===== src/rtl/bcd_display_scan_if.sv =====
// ---------------------------------------------------------------------------
// bcd_display_scan_if
//
// Bundle between the binary-to-BCD encoder side and the 3-digit multiplexed
// 7-segment driver.
//
// Handshake: `valid` qualifies `bcd` on every rising edge. There is no ready
// and no backpressure, so every edge that sees valid=1 is one capture attempt.
// A new word may be offered every cycle.
//
// Signals
//   bcd       [9:0]  packed BCD word: [9:8] hundreds, [7:4] tens, [3:0] ones
//   valid            qualifier for bcd
//   seg       [6:0]  segment pattern {g,f,e,d,c,b,a}, active-high
//   an        [2:0]  one-hot digit enable: [0] ones, [1] tens, [2] hundreds
//   err              one-cycle pulse after a rejected (non-BCD) capture
//   dbg_state        scan FSM state (0 = IDLE, 1 = SCAN), observation only
//
// Modports
//   master : word producer / display observer
//   slave  : the display driver
// ---------------------------------------------------------------------------
interface bcd_display_scan_if;
    logic [9:0] bcd;
    logic       valid;
    logic [6:0] seg;
    logic [2:0] an;
    logic       err;
    logic       dbg_state;

    modport master (
        output bcd,
        output valid,
        input  seg,
        input  an,
        input  err,
        input  dbg_state
    );

    modport slave (
        input  bcd,
        input  valid,
        output seg,
        output an,
        output err,
        output dbg_state
    );
endinterface


===== src/rtl/bcd_display_scan.sv =====
// ---------------------------------------------------------------------------
// bcd_display_scan
//
// 3-digit multiplexed 7-segment driver. It latches each legal packed BCD word
// and time-multiplexes the ones, tens and hundreds digits onto one shared
// segment bus. Each digit is held for CLK_DIV cycles, and a full frame takes
// 3*CLK_DIV cycles.
//
// Parameters
//   CLK_DIV  cycles each digit is held (>= 2)
//
// Ports
//   clk    rising-edge clock
//   rst_n  asynchronous active-low reset
//   bus    bcd_display_scan_if.slave (bcd/valid in; seg/an/err/dbg_state out)
//
// Build option
//   BCD_LZB_EN  when defined, leading zeros are blanked. The hundreds slot is
//               dark when hundreds==0. The tens slot is dark when hundreds and
//               tens are both 0. A dark slot still uses its CLK_DIV cycles.
//               The ones digit is always shown.
//
// Timing
//   A capture at edge T updates disp_reg at T. seg/an reflect it from T+1.
//   A rejected capture at T raises err from T+1 to T+2.
//   Reset clears every output immediately.
// ---------------------------------------------------------------------------
module bcd_display_scan #(
    parameter int CLK_DIV = 4
) (
    input  logic               clk,
    input  logic               rst_n,
    bcd_display_scan_if.slave  bus
);

    // Prescaler width. Keep at least one bit so the declaration stays legal
    // even for degenerate parameter values.
    localparam int PW = (CLK_DIV > 1) ? $clog2(CLK_DIV) : 1;
    localparam logic [PW-1:0] PRESC_LAST = PW'(CLK_DIV - 1);

    typedef enum logic {
        IDLE = 1'b0,
        SCAN = 1'b1
    } state_t;

    state_t          state_q;
    state_t          state_d;

    logic [9:0]      disp_reg;
    logic [PW-1:0]   presc_q;
    logic [1:0]      idx_q;      // 0 = ones, 1 = tens, 2 = hundreds
    logic            err_pend_q; // rejected capture seen on the previous edge

    logic            legal;
    logic            cap_ok;
    logic            cap_bad;
    logic            wrap;

    logic [6:0]      seg_d;
    logic [2:0]      an_d;
    logic [6:0]      seg_q;
    logic [2:0]      an_q;
    logic            err_q;

    // ------------------------------------------------------------------
    // Capture qualification
    // ------------------------------------------------------------------
    assign legal   = (bus.bcd[9:8] <= 2'd2) &&
                     (bus.bcd[7:4] <= 4'd9) &&
                     (bus.bcd[3:0] <= 4'd9);
    assign cap_ok  = bus.valid &  legal;
    assign cap_bad = bus.valid & ~legal;

    // ------------------------------------------------------------------
    // Scan FSM: IDLE until the first legal word, then SCAN until reset.
    // ------------------------------------------------------------------
    always_comb begin
        state_d = state_q;
        case (state_q)
            IDLE:    if (cap_ok) state_d = SCAN;
            SCAN:    state_d = SCAN;
            default: state_d = IDLE;
        endcase
    end

    always_ff @(posedge clk or negedge rst_n) begin
        if (!rst_n) begin
            state_q <= IDLE;
        end else begin
            state_q <= state_d;
        end
    end

    // ------------------------------------------------------------------
    // Display register. A capture never touches the prescaler or the
    // index, so the scan phase stays undisturbed.
    // ------------------------------------------------------------------
    always_ff @(posedge clk or negedge rst_n) begin
        if (!rst_n) begin
            disp_reg <= '0;
        end else if (cap_ok) begin
            disp_reg <= bus.bcd;
        end
    end

    // ------------------------------------------------------------------
    // Prescaler and digit index. Both count only while in SCAN. On the
    // edge that leaves IDLE they are still 0, so the ones digit gets a
    // full CLK_DIV-cycle slot first.
    // ------------------------------------------------------------------
    assign wrap = (presc_q == PRESC_LAST);

    always_ff @(posedge clk or negedge rst_n) begin
        if (!rst_n) begin
            presc_q <= '0;
            idx_q   <= 2'd0;
        end else if (state_q == SCAN) begin
            if (wrap) begin
                presc_q <= '0;
                idx_q   <= (idx_q == 2'd2) ? 2'd0 : idx_q + 2'd1;
            end else begin
                presc_q <= presc_q + PW'(1);
            end
        end else begin
            presc_q <= '0;
            idx_q   <= 2'd0;
        end
    end

    // ------------------------------------------------------------------
    // Rejected capture: two register stages, so err lines up with the
    // one-cycle display latency.
    // ------------------------------------------------------------------
    always_ff @(posedge clk or negedge rst_n) begin
        if (!rst_n) begin
            err_pend_q <= 1'b0;
        end else begin
            err_pend_q <= cap_bad;
        end
    end

    // ------------------------------------------------------------------
    // Digit decode
    // ------------------------------------------------------------------
    function automatic logic [6:0] seg_decode(input logic [3:0] d);
        logic [6:0] s;
        case (d)
            4'd0:    s = 7'h3F;
            4'd1:    s = 7'h06;
            4'd2:    s = 7'h5B;
            4'd3:    s = 7'h4F;
            4'd4:    s = 7'h66;
            4'd5:    s = 7'h6D;
            4'd6:    s = 7'h7D;
            4'd7:    s = 7'h07;
            4'd8:    s = 7'h7F;
            4'd9:    s = 7'h6F;
            default: s = 7'h00;
        endcase
        return s;
    endfunction

    // Next output pattern, built from the current index and display word.
    // The output registers add the single cycle of latency.
    always_comb begin
        logic [3:0] digit;
        logic [2:0] onehot;
        logic       blank;

        seg_d  = 7'h00;
        an_d   = 3'b000;
        digit  = 4'd0;
        onehot = 3'b000;
        blank  = 1'b0;

        if (state_q == SCAN) begin
            case (idx_q)
                2'd0: begin
                    digit  = disp_reg[3:0];
                    onehot = 3'b001;
                end
                2'd1: begin
                    digit  = disp_reg[7:4];
                    onehot = 3'b010;
`ifdef BCD_LZB_EN
                    blank  = (disp_reg[9:8] == 2'd0) && (disp_reg[7:4] == 4'd0);
`else
                    blank  = 1'b0;
`endif
                end
                2'd2: begin
                    digit  = {2'b00, disp_reg[9:8]};
                    onehot = 3'b100;
`ifdef BCD_LZB_EN
                    blank  = (disp_reg[9:8] == 2'd0);
`else
                    blank  = 1'b0;
`endif
                end
                default: begin
                    digit  = 4'd0;
                    onehot = 3'b000;
                end
            endcase

            if (!blank) begin
                seg_d = seg_decode(digit);
                an_d  = onehot;
            end
        end
    end

    always_ff @(posedge clk or negedge rst_n) begin
        if (!rst_n) begin
            seg_q <= 7'h00;
            an_q  <= 3'b000;
            err_q <= 1'b0;
        end else begin
            seg_q <= seg_d;
            an_q  <= an_d;
            err_q <= err_pend_q;
        end
    end

    assign bus.seg       = seg_q;
    assign bus.an        = an_q;
    assign bus.err       = err_q;
    assign bus.dbg_state = (state_q == SCAN);

endmodule


===== src/flat_wrapper.sv =====
// flat-port wrapper written by rule: the top's interface ports become plain ports
module bcd_display_scan_flat 
#(
    parameter int CLK_DIV = 4
)
  (clk, rst_n, bus_bcd, bus_valid, bus_seg, bus_an, bus_err, bus_dbg_state);
  bcd_display_scan_if bus_i ();
  input  logic clk;
  input  logic rst_n;
  input wire logic [$bits(bus_i.bcd)-1:0] bus_bcd;
  input wire logic [$bits(bus_i.valid)-1:0] bus_valid;
  output wire logic [$bits(bus_i.seg)-1:0] bus_seg;
  output wire logic [$bits(bus_i.an)-1:0] bus_an;
  output wire logic [$bits(bus_i.err)-1:0] bus_err;
  output wire logic [$bits(bus_i.dbg_state)-1:0] bus_dbg_state;
  assign bus_i.bcd = bus_bcd;
  assign bus_i.valid = bus_valid;
  assign bus_seg = bus_i.seg;
  assign bus_an = bus_i.an;
  assign bus_err = bus_i.err;
  assign bus_dbg_state = bus_i.dbg_state;
  bcd_display_scan #(.CLK_DIV(CLK_DIV)) u_core (.clk(clk), .rst_n(rst_n), .bus(bus_i));
endmodule

===== config.mk =====
export PLATFORM = sky130hd
export DESIGN_NAME = bcd_display_scan_flat
export DESIGN_NICKNAME = d
export VERILOG_FILES = /design/src/rtl/bcd_display_scan_if.sv /design/src/rtl/bcd_display_scan.sv /design/src/flat_wrapper.sv
export SDC_FILE = /design/constraint.sdc
export NUM_CORES = 1
export LEC_CHECK = 0
export ABC_AREA = 0
export CAP_MARGIN = 40
export CORE_MARGIN = 5
export CORE_UTILIZATION = 40
export DETAILED_ROUTE_END_ITERATION = 16
export SYNTH_ARGS = -nofsm -noshare
export SYNTH_HDL_FRONTEND = slang
export SYNTH_SLANG_ARGS = --single-unit

===== constraint.sdc =====
create_clock -name clk -period 1.9 [get_ports clk]
set_input_delay 0.38 -clock clk [delete_from_list [all_inputs] [get_ports clk]]
set_output_delay 0.38 -clock clk [all_outputs]
set_load 0.01 [all_outputs]

## After elaboration in Yosys (flattened, before gate mapping)

Memory sizes are Yosys's and may differ from the RTL's.
Index checks and enable logic that the tools add are counted.

- Flip-flop bits (word level): 27
- Memory bits (read-only): 112
- Input port bits: 13
- Output and inout bits: 12
- Word-level logic and storage cells: 40
- Memories: 1

Memories:

| memory | words | width | rd ports | clocked after Yosys merged registers in | write ports | line | RTL |
|---|---|---|---|---|---|---|---|
| (name not given) | 16 | 7 | 1 | 0 | 0 | bcd_display_scan.sv:147 | `case (d)` |

- $add $sub $neg: 2
- Magnitude comparators: 3
- Equal/unequal tests: 4
- Mux-type cells: 15
- Bitwise logic cells: 4
- Reduce and logical (&&, ||, !) cells: 3

Operators by type and width:

| kind | count |
|---|---|
| 2-to-1 mux 7 bit | 2 |
| one-hot mux 4 bit (3 select lines) | 1 |
| 2-to-1 mux 2 bit | 5 |
| one-hot mux 3 bit (3 select lines) | 1 |
| <= comparator 4 bit (second input constant) | 2 |
| 2-to-1 mux 3 bit | 2 |
| adder 2 x 1 -> 2 bit (second input constant) | 2 |
| == test 2 bit (second input constant) | 2 |
| 2-to-1 mux 4 bit | 1 |
| AND 1 bit | 2 |
| == test 2 x 1 -> 1 bit (second input constant) | 1 |
| <= comparator 2 bit (second input constant) | 1 |
| logical AND 1 bit | 2 |
| logical NOT 2 bit | 1 |
| 2-to-1 mux 1 bit | 2 |
| inequality test 2 bit (second input constant) | 1 |
| inverter 1 bit | 2 |
| one-hot mux 1 bit (2 select lines) | 1 |

## Longest topological paths before layout

Gate-level depths: netlist of run 1.

- Word-level depth: 6
- Mapped depth: 9
- Mapped depth without buffers: 8

## Worst setup path after synthesis of run 1

Ideal clock, no wire load.

- Path type: reg-to-reg
- Start: reg u_core.idx_q[0]
- End: reg u_core.seg_q[5], in the netlist u_core.bus.seg[5]
- Library setup time: 0.065 ns
- Arrival time: 1.638 ns
- Data required time: 1.835 ns
- Setup slack: 0.197 ns
- Stages on the path, launching flop included: 8
- Buffers on the path: 1
- Clock period less this slack: 1.703 ns
- Cell sequence: dfrtp_1 buf_6 and2b_1 a21oi_1 inv_1 ha_1 o31ai_2 o21a_1

- Longest elaborated chain between the ends: 6
- Elaborated cells between the ends (all ways): 8
- Those cells by class: eq/ne: 2; mux: 4; reduce/logical: 1; memory: 1

RTL lines:

| element | line | RTL |
|---|---|---|
| from (decl) | bcd_display_scan.sv:51 | `logic [1:0] idx_q;` |
| from (signal assigned) | bcd_display_scan.sv:120 | `idx_q <= (idx_q == 2'd2) ? 2'd0 : idx_q + 2'd1;` |
| == test 2 bit (tied with other cells) | bcd_display_scan.sv:177 | `case (idx_q)` |
| one-hot mux 4 bit (3 select lines) * | bcd_display_scan.sv:177 |  |
| 2-to-1 mux 4 bit * | bcd_display_scan.sv:176 | `if (state_q == SCAN) begin` |
| memory (16 x 7 bit) * | n/a |  |
| 2-to-1 mux 7 bit * | bcd_display_scan.sv:206 | `if (!blank) begin` |
| 2-to-1 mux 7 bit * | bcd_display_scan.sv:176 |  |
| net u_core.seg_d[5] | bcd_display_scan.sv:59 | `logic [6:0] seg_d;` |
| to (signal assigned) | bcd_display_scan.sv:219 | `seg_q <= seg_d;` |
| to (decl) | bcd_display_scan.sv:61 | `logic [6:0] seg_q;` |

The timed path passes the listed nets; every way through them passes the cells marked *. The select of a mux whose other input is x is not followed.
A chain may end at the register's enable or synchronous reset.

## Worst setup path after layout of run 1

- Start: reg u_core.idx_q[0]
- End: reg u_core.seg_q[0], in the netlist u_core.bus.seg[0]

Same word-level chain as after synthesis.

==> results of run 1 <==
==> logic make-up (layout without fill, tap and decap cells) <==
kind of cell / count (synthesis) / count (layout) / synth area share
AOI/OAI and AO/OA: 21 / 21 / 0.116
adders and majority gates: 6 / 6 / 0.0546
buffers and inverters: 11 / 41 / 0.0528
DFF: 27 / 27 / 0.491
muxes: 16 / 16 / 0.153
and+or+nand+nor: 27 / 27 / 0.132
==> what timing repair did <==
item                                    4_1_cts  5_1_grt
hold buffers                                  0        0
gates resized for setup                       0        1
endpoints found under the setup margin        0        3
==> path summary, 6_finish.rpt <==
kind | startpoint | cells after the start | slack (ns) | end
worst min register to register | u_core.err_pend_q | 0 | 0.37 | u_core.bus.err
max in group asynchronous | rst_n | 2 | 1.24 | u_core.idx_q[1]
min in group asynchronous | rst_n | 2 | 0.40 | u_core.bus.an[0]
worst max-delay path | u_core.idx_q[0] | 7 | 0.15 | u_core.bus.seg[0]
worst max register to register | u_core.idx_q[0] | 7 | 0.15 | u_core.bus.seg[0]
worst min-delay path | u_core.err_pend_q | 0 | 0.37 | u_core.bus.err
==> where the power goes <==
part	internal [W]	switching [W]	leakage [nW]
clock network	0.0000790	0.000163	0.0177
registers	0.000773	0.000118	0.320
logic	0.000685	0.000548	0.439
==> layer usage <==
metal	vias up	global-route usage	routed length, µm	share of wire
met5	-	0	0	0
met4	0	0.0670	53	0.021
met3	5	0.0194	88	0.036
met2	15	0.187	1150	0.46
met1	423	0.159	1180	0.48
li1	439	-	-	-
==> through the flow <==
stage / setup WS [ns] / hold WS, ns / power (W)
after floorplan: 0.197 / 0.0844 / 0.00175
after global placement: 0.134 / 0.333 / 0.00213
after detailed placement: 0.0776 / 0.350 / 0.00215
after CTS: 0.0913 / 0.381 / 0.00240
after global routing: 0.0254 / 0.387 / 0.00256
final: 0.154 / 0.371 / 0.00237
==> cell usage after synthesis, types with 2 or more instances <==
library cell   n
a21o_1         3
a21oi_1        3
a31oi_1        2
and2_1         2
buf_6          2
dfrtp_1       27
ha_1           6
inv_1          4
mux2_4         9
mux2i_1        5
nor2_1         7
nor2b_1        3
nor3_1         2
nor3b_1        3
nor3b_2        2
o21a_1         3
o21ai_0        3
==> area by class of cell <==
class,count,share of cell area
Clock buffer,3,0.0132
Clock inverter,1,0.00293
Inverter,5,0.0110
Multi-Input combinational cell,70,0.367
Sequential cell,27,0.396
Tap cell,46,0.0337
Timing Repair Buffer,32,0.176
==> flow_metrics.tcl, run 1 <==
set metrics [dict create \
    ys_warn_count 0 \
    synth-edff-count 0 \
    synthFlopType "dfrtp_1" \
    grt-ovfl-total 0 \
    initial_core_util 0.412 \
    clk_latency_ns 0.33 \
    largest_register_ffs 10 \
    period_share 0.919 \
    fin_cells 184 \
    synth_seq_area_share 0.491 \
    rsz0062_at_grt "no" \
    cp_num_buf_inv 1 \
    drt_iter0_drc 54 \
    synth_top_area_cell "dfrtp_1" \
    slew_viol_final 0 \
    path_common_cell "a21oi_1" \
    synth_area_mm2 0.00138 \
    fin_crit_ns 1.75 \
    placed_cell_area_mm2 0.00168 \
    htreeDepth 1 \
    fin_area_mm2 0.00171 \
    cap_violations 0 \
    multi_input_area_um2 627 \
    cp_slowest_cell "dfrtp_1" \
    antenna_cells 0 \
    grt_pass1_vias 895 \
    ys_types 39 \
    clk_pin_slew_worst_paths_ns 0.14 \
    clockRootBuffer "clkbuf_4" \
    syn_avg_cell_area_um2 12.7 \
    layout.nets 158 \
    slew_headroom 0.779 \
    dieWidth_um 68.6 \
    ir_worst_vdd_v 0.000485 \
    dieArea_mm2 0.00471 \
    ys_seq_elements 27 \
    top_level_ports 25 \
    fin_skew_ns 0.00959 \
    grt_max_degree 28 \
    cp-start-kind "register" \
    regArea_um2 677 \
    antenna_found_initial 0 \
    final_core_util 0.512 \
    tightest_slew_ns 0.332 \
    place.gp.congestion 0.835 \
    finalSetupTns_ns 0 \
    vias 882 \
    dp.cells 180 \
    max_stage_delay_ns 0.48 \
    cts_max_path_buffers 2 \
    die_h_um 68.6 \
    power_density_mw_per_mm2 1390 \
    fillerInstances 322 \
    synth_nets 127 \
    wl_um 2470 \
    track_usage 0.121 \
    p_leak_nw 0.777 \
    drc 0 \
    fp-row-count 21 \
    via_per_inst 4.79 \
    required_ns 2.18 \
    drive_gt1_frac 0.239 \
    cts_tree "done" \
    max_freq_mhz 573 \
    numClockSinks 27 \
    critPathMaxFanout 6 \
    critPathCaptureType "register" \
    setup-violations-final 0 \
    layout_commonest_cell "dfrtp_1" \
    synth_top_area_frac 0.491 \
    firstDrtPassIters 3 \
    worstSetupPathType "reg -> reg" \
    grt_pass1_wl_um 4220 \
    async_flop_share 1.00 \
    post-dp-hpwl_um 1910 \
    area_growth_pct 24.2 \
    cts_made_buffers 3 \
    crit_arrival_ns 2.03 \
    port_buffers 24 \
    hold_violations 0 \
    synth.area.top_cells "dfrtp_1, mux2_4, ha_1" \
    hp-class "reg -> reg" \
    post-cts-setup-buffers 0 \
    mostFrequentLayoutCells "dfrtp_1, clkdlybuf4s50_1, mux2_4" \
    ant_nets 0 \
    syn_inst 108 \
    post_drt_wl_per_cell_um 13.4 \
    cp_cell_sequence "and2b_1 > a21oi_1 > inv_1 > ha_1 > o21bai_1 > a21oi_1 > a21o_1" \
    cp_top_family "compound AO/OA/AOI/OAI gates" \
    core-area_mm2 0.00334 \
    status "finished, final reports clean" \
]
Note: power is estimated with default switching activity, not from simulation.
==> inputs of run 2 (changes only) <==
Settings changed: CORE_MARGIN 5 to default, SLEW_MARGIN from default to 20.
==> run 2 against run 1 <==
  * Sequential power about the same
  * Sequential share of layout area fell by 0.46 points
  * First-iteration DRC count shrank 39%
  * Flip-flop and latch count is the same
  * Combinational power is 5% higher
  * Clock power rose by 2%
  * Critical path depth down 1
  * Core utilization increased by 3.6 points
  * Clock skew decreased by 0.0022 ns
  * Maximum frequency is 1.2% lower
  * Hold slack improved by 0.0061 ns
  * Largest power group unchanged
==> flow_metrics.tcl, run 2 (synthesized netlist as in run 1, its figures left out) <==
set metrics [dict create \
    dieArea_mm2 0.00368 \
    cts_made_buffers 3 \
    fin_skew_ns 0.00738 \
    cts_max_path_buffers 2 \
    numClockSinks 27 \
    tightest_slew_ns 0.356 \
    postCtsHoldBufs 0 \
    rsz0062_at_grt "no" \
    ir_worst_vdd_v 0.000597 \
    cp_top_family "compound AO/OA/AOI/OAI gates" \
    place.gp.congestion 0.764 \
    track_usage 0.155 \
    wl_met3_um 87 \
    drc 0 \
    firstDrtPassIters 4 \
    port_buffers 24 \
    dr_wl_met2_um 1200 \
    antenna_found_initial 0 \
    die_h_um 60.6 \
    finalSetupTns_ns 0 \
    cp_num_buf_inv 1 \
    cp-start-kind "register" \
    fp-row-count 20 \
    max_freq_mhz 566 \
    drt_iter0_drc 33 \
    required_ns 2.18 \
    dieWidth_um 60.6 \
    largest_register_ffs 10 \
    reg2reg_depth 6 \
    status "finished, final reports clean" \
    initial_core_util 0.436 \
    ant_nets 0 \
    grt-ovfl-total 0 \
    min_path_cells 0 \
    setup-violations-final 0 \
    top_level_ports 25 \
    critPathMaxFanout 7 \
    area_growth_pct 25.7 \
    critPathCaptureType "register" \
    post-dp-hpwl_um 1860 \
    cts_tree "done" \
    wl_um 2490 \
    slew_viol_final 0 \
    cp_cell_sequence "and2b_1 > a2bb2oi_2 > inv_2 > ha_1 > o31ai_2 > o21a_1" \
    drive_gt1_frac 0.264 \
    grt_pass1_wl_um 4220 \
    hold_violations 0 \
    clk_pin_slew_worst_paths_ns 0.15 \
    period_share 0.930 \
    clk_latency_ns 0.33 \
    fin_crit_ns 1.77 \
    crit_arrival_ns 2.05 \
    dp.cells 179 \
    clockRootBuffer "clkbuf_4" \
    worstSetupPathType "reg -> reg" \
    hp-class "reg -> reg" \
    core-area_mm2 0.00315 \
    grt_pass1_vias 960 \
    cap_violations 0 \
    met1_length_um 1180 \
    p_leak_nw 0.787 \
    layout_commonest_cell "dfrtp_1" \
    htreeDepth 1 \
    fin_cells 184 \
    layout.nets 160 \
    cp_slowest_cell "dfrtp_2" \
    antenna_cells 0 \
    cp.depth 6 \
    max_stage_delay_ns 0.47 \
    power_density_mw_per_mm2 1410 \
    routed.top_layer "met4" \
    post_drt_wl_per_cell_um 13.5 \
    grt_max_degree 28 \
    via_per_inst 4.90 \
    vias 902 \
    slew_headroom 0.762 \
    mostFrequentLayoutCells "dfrtp_1, clkdlybuf4s50_1, buf_4" \
]
run 2: what timing repair did:
action                     in CTS  in global routing
setup buffers                   0                  1
gates resized for setup         0                  3
setup endpoints to repair       0                  5
run 2: cell type report:
class,count,area [µm²]
fill,297,1430
multi-input combinational,70,634
clock buffer,3,22.5
tap,44,55.1
inverter,5,18.8
clock inverter,1,5.00
sequential,27,677
timing repair buffer,34,315
run 2: routing by layer:
layer / up-vias / global-route usage
met5: - / 0
li1: 444 / -
met3: 2 / 0.0405
met2: 14 / 0.283
met4: 0 / 0.0292
met1: 442 / 0.186
run 2: final timing paths:
kind                                   start            endpoint  slack [ns]
max                          u_core.idx_q[1]   u_core.bus.seg[5]        0.13
min                        u_core.err_pend_q      u_core.bus.err        0.38
max reg2reg                  u_core.idx_q[1]   u_core.bus.seg[5]        0.13
min reg2reg                u_core.err_pend_q      u_core.bus.err        0.38
max in group asynchronous              rst_n     u_core.idx_q[1]        1.23
min in group asynchronous              rst_n  u_core.disp_reg[0]        0.40
run 2: through the flow:
stage | setup WS (ns) | hold WS [ns] | instance area, µm² | utilization | power (W)
floorplan | 0.197 | 0.0844 | 1380 | - | 0.00175
global placement | 0.0767 | 0.343 | 1680 | 0.534 | 0.00214
detailed placement | 0.0153 | 0.339 | 1680 | 0.534 | 0.00217
CTS | 0.0221 | 0.381 | 1710 | 0.543 | 0.00243
global route | 0.0381 | 0.396 | 1730 | 0.548 | 0.00263
finish | 0.133 | 0.377 | 1730 | 0.548 | 0.00243
run 2: power breakdown:
part	internal [W]	switching [W]	total [W]
clock	0.0000790	0.000168	0.000247
combinational	0.000714	0.000580	0.00129
sequential	0.000773	0.000119	0.000892
==> inputs of run 3 (changes only) <==
Settings changed: CELL_PAD_IN_SITES_DETAIL_PLACEMENT from default to 0, CELL_PAD_IN_SITES_GLOBAL_PLACEMENT from default to 1, PLACE_DENSITY_LB_ADDON from default to 0.1.
==> run 3 against run 2 <==
  * Clock power increased by 11%
  * Power rose by 2.2%
  * Combinational power is 3% higher
  * Clock skew fell by 0.0029 ns
  * Routed wire length is 5.2% lower
  * Final cell count down 0.54%
  * Die area unchanged
  * Global-route usage down 0.26 points
  * First-iteration DRC count down 58%
  * Critical endpoint is now u_core.bus.seg[6]
==> flow_metrics.tcl, run 3 (synthesized netlist as in run 1, its figures left out) <==
set metrics [dict create \
    status "finished, final reports clean" \
    slew_viol_final 0 \
    cts_max_path_buffers 2 \
    cp_num_buf_inv 1 \
    drt_iter0_drc 14 \
    hp-class "reg -> reg" \
    seqPwrFrac 0.355 \
    grt_pass1_wl_um 4000 \
    cp_slowest_cell "dfrtp_2" \
    setup-violations-final 0 \
    hold_path_end "u_core.bus.err" \
    die_h_um 60.6 \
    antenna_cells 0 \
    hold_violations 0 \
    internal-power_w 0.00160 \
    core-area_mm2 0.00315 \
    place.gp.congestion 0.787 \
    postCtsHoldBufs 0 \
    htreeDepth 1 \
    dp.cells 178 \
    cap_violations 0 \
    slew_headroom 0.688 \
    track_usage 0.153 \
    period_share 0.925 \
    clockRootBuffer "clkbuf_4" \
    firstDrtPassIters 4 \
    mostFrequentLayoutCells "dfrtp_1, clkdlybuf4s50_1, mux2_4, buf_4, nor2_1" \
    vias 875 \
    fillerInstances 286 \
    antenna_found_initial 0 \
    drc 0 \
    pwr-share-clk 0.110 \
    critPathCaptureType "register" \
    grt_pass1_vias 875 \
    initial_core_util 0.436 \
    clk_latency_ns 0.34 \
    area_growth_pct 26.8 \
    ir_worst_vdd_v 0.000470 \
    regToRegEndpoint "u_core.bus.seg[6]" \
    cp_cell_sequence "and2b_1 > a21oi_2 > inv_1 > ha_1 > o31ai_4 > o21a_1" \
    min_from "u_core.err_pend_q" \
    reg2reg_depth 6 \
    p_leak_nw 0.788 \
    largest_register_ffs 10 \
    wl_um 2360 \
    cp-start-kind "register" \
    power_density_mw_per_mm2 1430 \
    grt-ovfl-total 0 \
    port_buffers 24 \
    fin_crit_ns 1.76 \
    numClockSinks 27 \
    grt_max_degree 28 \
    tightest_slew_ns 0.466 \
    fin_cells 183 \
    post_drt_wl_per_cell_um 12.9 \
    multi_input_area_um2 654 \
    pwr-share-comb 0.535 \
    layout_commonest_cell "dfrtp_1" \
    drive_gt1_frac 0.259 \
    layout.nets 159 \
    fp-row-count 20 \
    cts_tree "done" \
    final_core_util 0.553 \
    dieWidth_um 60.6 \
    ant_nets 0 \
    worstSetupPathType "reg -> reg" \
    crit_arrival_ns 2.05 \
    required_ns 2.19 \
    via_per_inst 4.78 \
    regArea_um2 677 \
    crit-reg2reg-launch "u_core.idx_q[1]" \
    max_freq_mhz 569 \
    critPathMaxFanout 7 \
    min_path_cells 0 \
    dieArea_mm2 0.00368 \
    fin_skew_ns 0.00448 \
    p_sw_w 0.000889 \
    p_sw_frac 0.358 \
    post-dp-hpwl_um 1780 \
    max_stage_delay_ns 0.48 \
    cp_top_family "compound AO/OA/AOI/OAI gates" \
    cts_made_buffers 3 \
    top_level_ports 25 \
    regToRegSetupSlack_ns 0.14 \
    clk_pin_slew_worst_paths_ns 0.16 \
]
## run 3: worst max-delay path by stage
stage	startpoint	end	slack (ns)	cells past startpoint
final	u_core.idx_q[1]	u_core.bus.seg[6]	0.14	6
after global routing	u_core.idx_q[1]	u_core.bus.seg[0]	-0.003	7
after CTS	u_core.idx_q[1]	u_core.bus.seg[6]	0.02	6
after detailed placement	u_core.idx_q[1]	u_core.bus.seg[6]	0.05	6
after global placement	u_core.idx_q[1]	u_core.bus.seg[6]	0.11	6
after floorplan	u_core.idx_q[0]	u_core.bus.seg[5]	0.20	7
## run 3: what timing repair did
action	4_1_cts	5_1_grt
endpoints found under the setup margin	0	4
setup buffers	0	1
endpoints found under the hold margin	0	0
resized for setup	0	5
## run 3: through the flow
stage | cell area (µm²) | hold WS [ns] | power (W) | setup slack, ns | setup TNS, ns
final | 1740 | 0.373 | 0.00249 | 0.143 | 0
after CTS | 1710 | 0.376 | 0.00243 | 0.0166 | 0
after detailed placement | 1680 | 0.340 | 0.00214 | 0.0549 | 0
after floorplan | 1380 | 0.0844 | 0.00175 | 0.197 | 0
after global placement | 1680 | 0.336 | 0.00212 | 0.113 | 0
after global routing | 1740 | 0.374 | 0.00269 | -0.00277 | -0.00537
## run 3: power groups by stage
stage                     Combinational, W  Clock, W  Sequential (W)
after global placement             0.00124         0        0.000888
after CTS                          0.00126  0.000290        0.000878
after floorplan                   0.000836         0        0.000911
after global routing               0.00147  0.000314        0.000907
final                              0.00133  0.000273        0.000884
after detailed placement           0.00125         0        0.000891
## run 3: metal layers
layer,track usage,wire (µm),up-vias
li1,-,-,437
met1,0.196,1090,413
met2,0.240,1120,21
met3,0.0256,84,4
met4,0.0974,65,0
met5,0,0,-
## run 3: final cells by class
cell class              count  share of cell area
inverters                   5              0.0108
repair buffers             33               0.176
flip-flops and latches     27               0.388
clock buffers               3              0.0129
well taps                  44              0.0316
clock inverters             1             0.00502
multi-input cells          70               0.375
==> variant, RTL diff (flow settings as in run 3) <==
Reset style: synchronous (`rst_n`), changed in 5 clocked blocks. Comments in the files are not updated.
--- a/src/rtl/bcd_display_scan.sv
+++ b/src/rtl/bcd_display_scan.sv
@@ -83,7 +83,7 @@
         endcase
     end
 
-    always_ff @(posedge clk or negedge rst_n) begin
+    always_ff @(posedge clk) begin
         if (!rst_n) begin
             state_q <= IDLE;
         end else begin
@@ -95,7 +95,7 @@
     // Display register. A capture never touches the prescaler or the
     // index, so the scan phase stays undisturbed.
     // ------------------------------------------------------------------
-    always_ff @(posedge clk or negedge rst_n) begin
+    always_ff @(posedge clk) begin
         if (!rst_n) begin
             disp_reg <= '0;
         end else if (cap_ok) begin
@@ -110,7 +110,7 @@
     // ------------------------------------------------------------------
     assign wrap = (presc_q == PRESC_LAST);
 
-    always_ff @(posedge clk or negedge rst_n) begin
+    always_ff @(posedge clk) begin
         if (!rst_n) begin
             presc_q <= '0;
             idx_q   <= 2'd0;
@@ -131,7 +131,7 @@
     // Rejected capture: two register stages, so err lines up with the
     // one-cycle display latency.
     // ------------------------------------------------------------------
-    always_ff @(posedge clk or negedge rst_n) begin
+    always_ff @(posedge clk) begin
         if (!rst_n) begin
             err_pend_q <= 1'b0;
         end else begin
@@ -210,7 +210,7 @@
         end
     end
 
-    always_ff @(posedge clk or negedge rst_n) begin
+    always_ff @(posedge clk) begin
         if (!rst_n) begin
             seg_q <= 7'h00;
             an_q  <= 3'b000;
Check against the original RTL: differs if rst_n is asserted again (counterexample within 4 cycles, from zero or initial values and one cycle with rst_n low); with rst_n held inactive, the same outputs for 10 cycles.
==> variant against run 3 <==
- synthesized cell count rose by 22%
- clock skew rose by 3.2 ps
- synthesized area fell by 15%
- sequential share of layout area fell by 2.7 points
- sequential cell count did not move
- worst setup slack improved by 41 ps
- routed wire length fell by 0.42%
- final area fell by 14%
- critical path type is now flop to output pin
- largest cell class is now multi-input gates
Power is not compared: it rests on default switching activity, and its combinational part moved more than twofold at a synthesized area within 25%.
==> variant: results (changes against run 3) <==
| Metric | Value |
|---|---|
| Slowest CP cell | `clkdlybuf4s50_1` |
| Wire length on met3 | `51 um (-39%)` |
| Top cells by count, synth | `27 x dfxtp_1, 15 x nand2_1, 14 x nand3_1, 13 x o21ai_0, 7 x ha_1` |
| Initial antenna violation count | `0 (unchanged)` |
| Worst-Skew Late Latency | `330 ps` |
| GR Overflow Total | `0 (unchanged)` |
| WL final | `2.35 mm (-0.42%)` |
| Worst hold start | `u_core.presc_q[0]$_SDFF_PP0_` |
| Placer Congestion | `0.852 (+8.3%)` |
| First-pass detailed-route iteration total | `4 (unchanged)` |
| Final nets | `181 (+14%)` |
| Synth unique cells | `31 (-21%)` |
| Hold path cells | `1 (+1)` |
| DP Wirelength | `1.79 mm (+0.31%)` |
| DR top layer | `met4` |
| Post-synth ARST share | `0 (-1.00)` |
| Clk_skew | `7.73 ps (+3.25 ps)` |
| Share of cells above drive strength 1 | `0.0875 (-0.171)` |
| R2R cell count | `6 (unchanged)` |
| Number of global-route vias before repair | `964 (+10%)` |
| Met3 usage | `0.0209 (-0.00466)` |
| H-Tree Depth | `1 (unchanged)` |
| Worst Max-Slew Pin Slew | `354 ps (-112 ps)` |
| CTS Root Cell | `clkbuf_4` |
| Outcome | `finished clean` |
| RR Endpoint | `u_core.bus.seg[5]$_SDFF_PN0_` |
| P_sw | `0.253 mW` |
| Net Count, Synth | `152 (+20%)` |
| Slack of the worst reg-to-reg path | `190 ps (+50 ps)` |
| Metal-1 WL | `1.15 mm (+6.1%)` |
| Yosys warns | `0 (unchanged)` |
| Family with the most delay on the worst path | `buffers and inverters` |
| Met2 WL | `1.08 mm (-3.8%)` |
| Register area share after synthesis | `0.465 (-0.0268)` |
| Vias per cell | `5.11 (+6.9%)` |
| Synth top area cells | `dfxtp_1 46%, ha_1 7.5%, nand3_1 6.0%` |
| PortBufs | `24 (unchanged)` |
| WP data arrival | `1340 ps (-710 ps)` |
| Crit path largest cell delay | `560 ps (+80 ps)` |
| Initial DRC Count | `26 (+12)` |
| Largest net degree at the start of global routing | `25 (-11%)` |
| Worst r2r src | `u_core.idx_q[1]$_SDFFE_PN0P_` |
| CTS Buffer Depth | `2 (unchanged)` |
| Max FFs per register | `10 (unchanged)` |
| Filler cells | `256 (-10%)` |
| Met1 Use GR | `0.227 (+0.0311)` |
| Met2 usage | `0.279 (+0.0386)` |
| CTS Buf Count | `3 (unchanged)` |
| GRT Overall Usage | `0.173 (+0.0205)` |
| Critical Path Fanout Max | `4 (-3)` |
| Global-route wire length before repair | `4.27 mm (+6.9%)` |
| ANT cells | `0 (unchanged)` |
| Clock transition at path regs | `160 ps (about the same)` |
| Hold path endpoint | `u_core.presc_q[0]$_SDFF_PP0_` |
| Post-CTS Resized | `0 (unchanged)` |
| Hold crit path type | `flop to flop` |
| Hold slack final | `442 ps (+69.8 ps)` |
variant: changes by cell type in the layout (fill, tap and decap cells not counted), sizes merged, moves of 3 or more:
cell,delta
mux2,-10
nand3,+14
dfrtp,-27
o21a,-3
o21ai,+11
dfxtp,+27
nor3b,-3
nand2,+14
a21o,-3
variant: logic make-up after synthesis:
kind of cell / count (synthesis) / synth area share
AO/OA/AOI/OAI: 30 / 0.157
AND/OR/NAND/NOR: 52 / 0.226
multiplexers: 4 / 0.0344
buffers and inverters: 12 / 0.0430
adder cells (fa/ha/maj): 7 / 0.0753
flip-flops: 27 / 0.465
variant: metrics by stage:
stage                     cell area [sq um]  power, mW  std cells  utilization  setup WS, ps
after floorplan                        1160      0.675        132            -           129
after global placement                 1470      0.740        187        0.532           138
after detailed placement               1470      0.742        187        0.532          93.3
after CTS                              1500      0.997        191        0.543           176
after global routing                   1500       1.04        191        0.543          92.9
final                                  1500      0.990        191        0.543           184
variant: worst max-delay path by stage:
stage | startpoint | to | slack [ps]
after detailed placement | bus_bcd[5] | u_core.disp_reg[5]$_SDFFE_PN0P_ | 90
after floorplan | u_core.idx_q[1]$_SDFFE_PN0P_ | u_core.bus.seg[0]$_SDFF_PN0_ | 130
after global placement | bus_bcd[5] | u_core.disp_reg[4]$_SDFFE_PN0P_ | 140
final | u_core.bus.dbg_state$_SDFF_PN0_ | bus_dbg_state | 180
after CTS | u_core.bus.dbg_state$_SDFF_PN0_ | bus_dbg_state | 180
after global routing | u_core.idx_q[1]$_SDFFE_PN0P_ | u_core.bus.seg[5]$_SDFF_PN0_ | 90
variant: final cells by class:
cell class,count,share of cell area
multi-input cells,93,0.383
well taps,31,0.0259
flip-flops and latches,27,0.361
repair buffers,32,0.201
clock inverters,1,0.00501
clock buffers,3,0.0150
inverters,4,0.0100
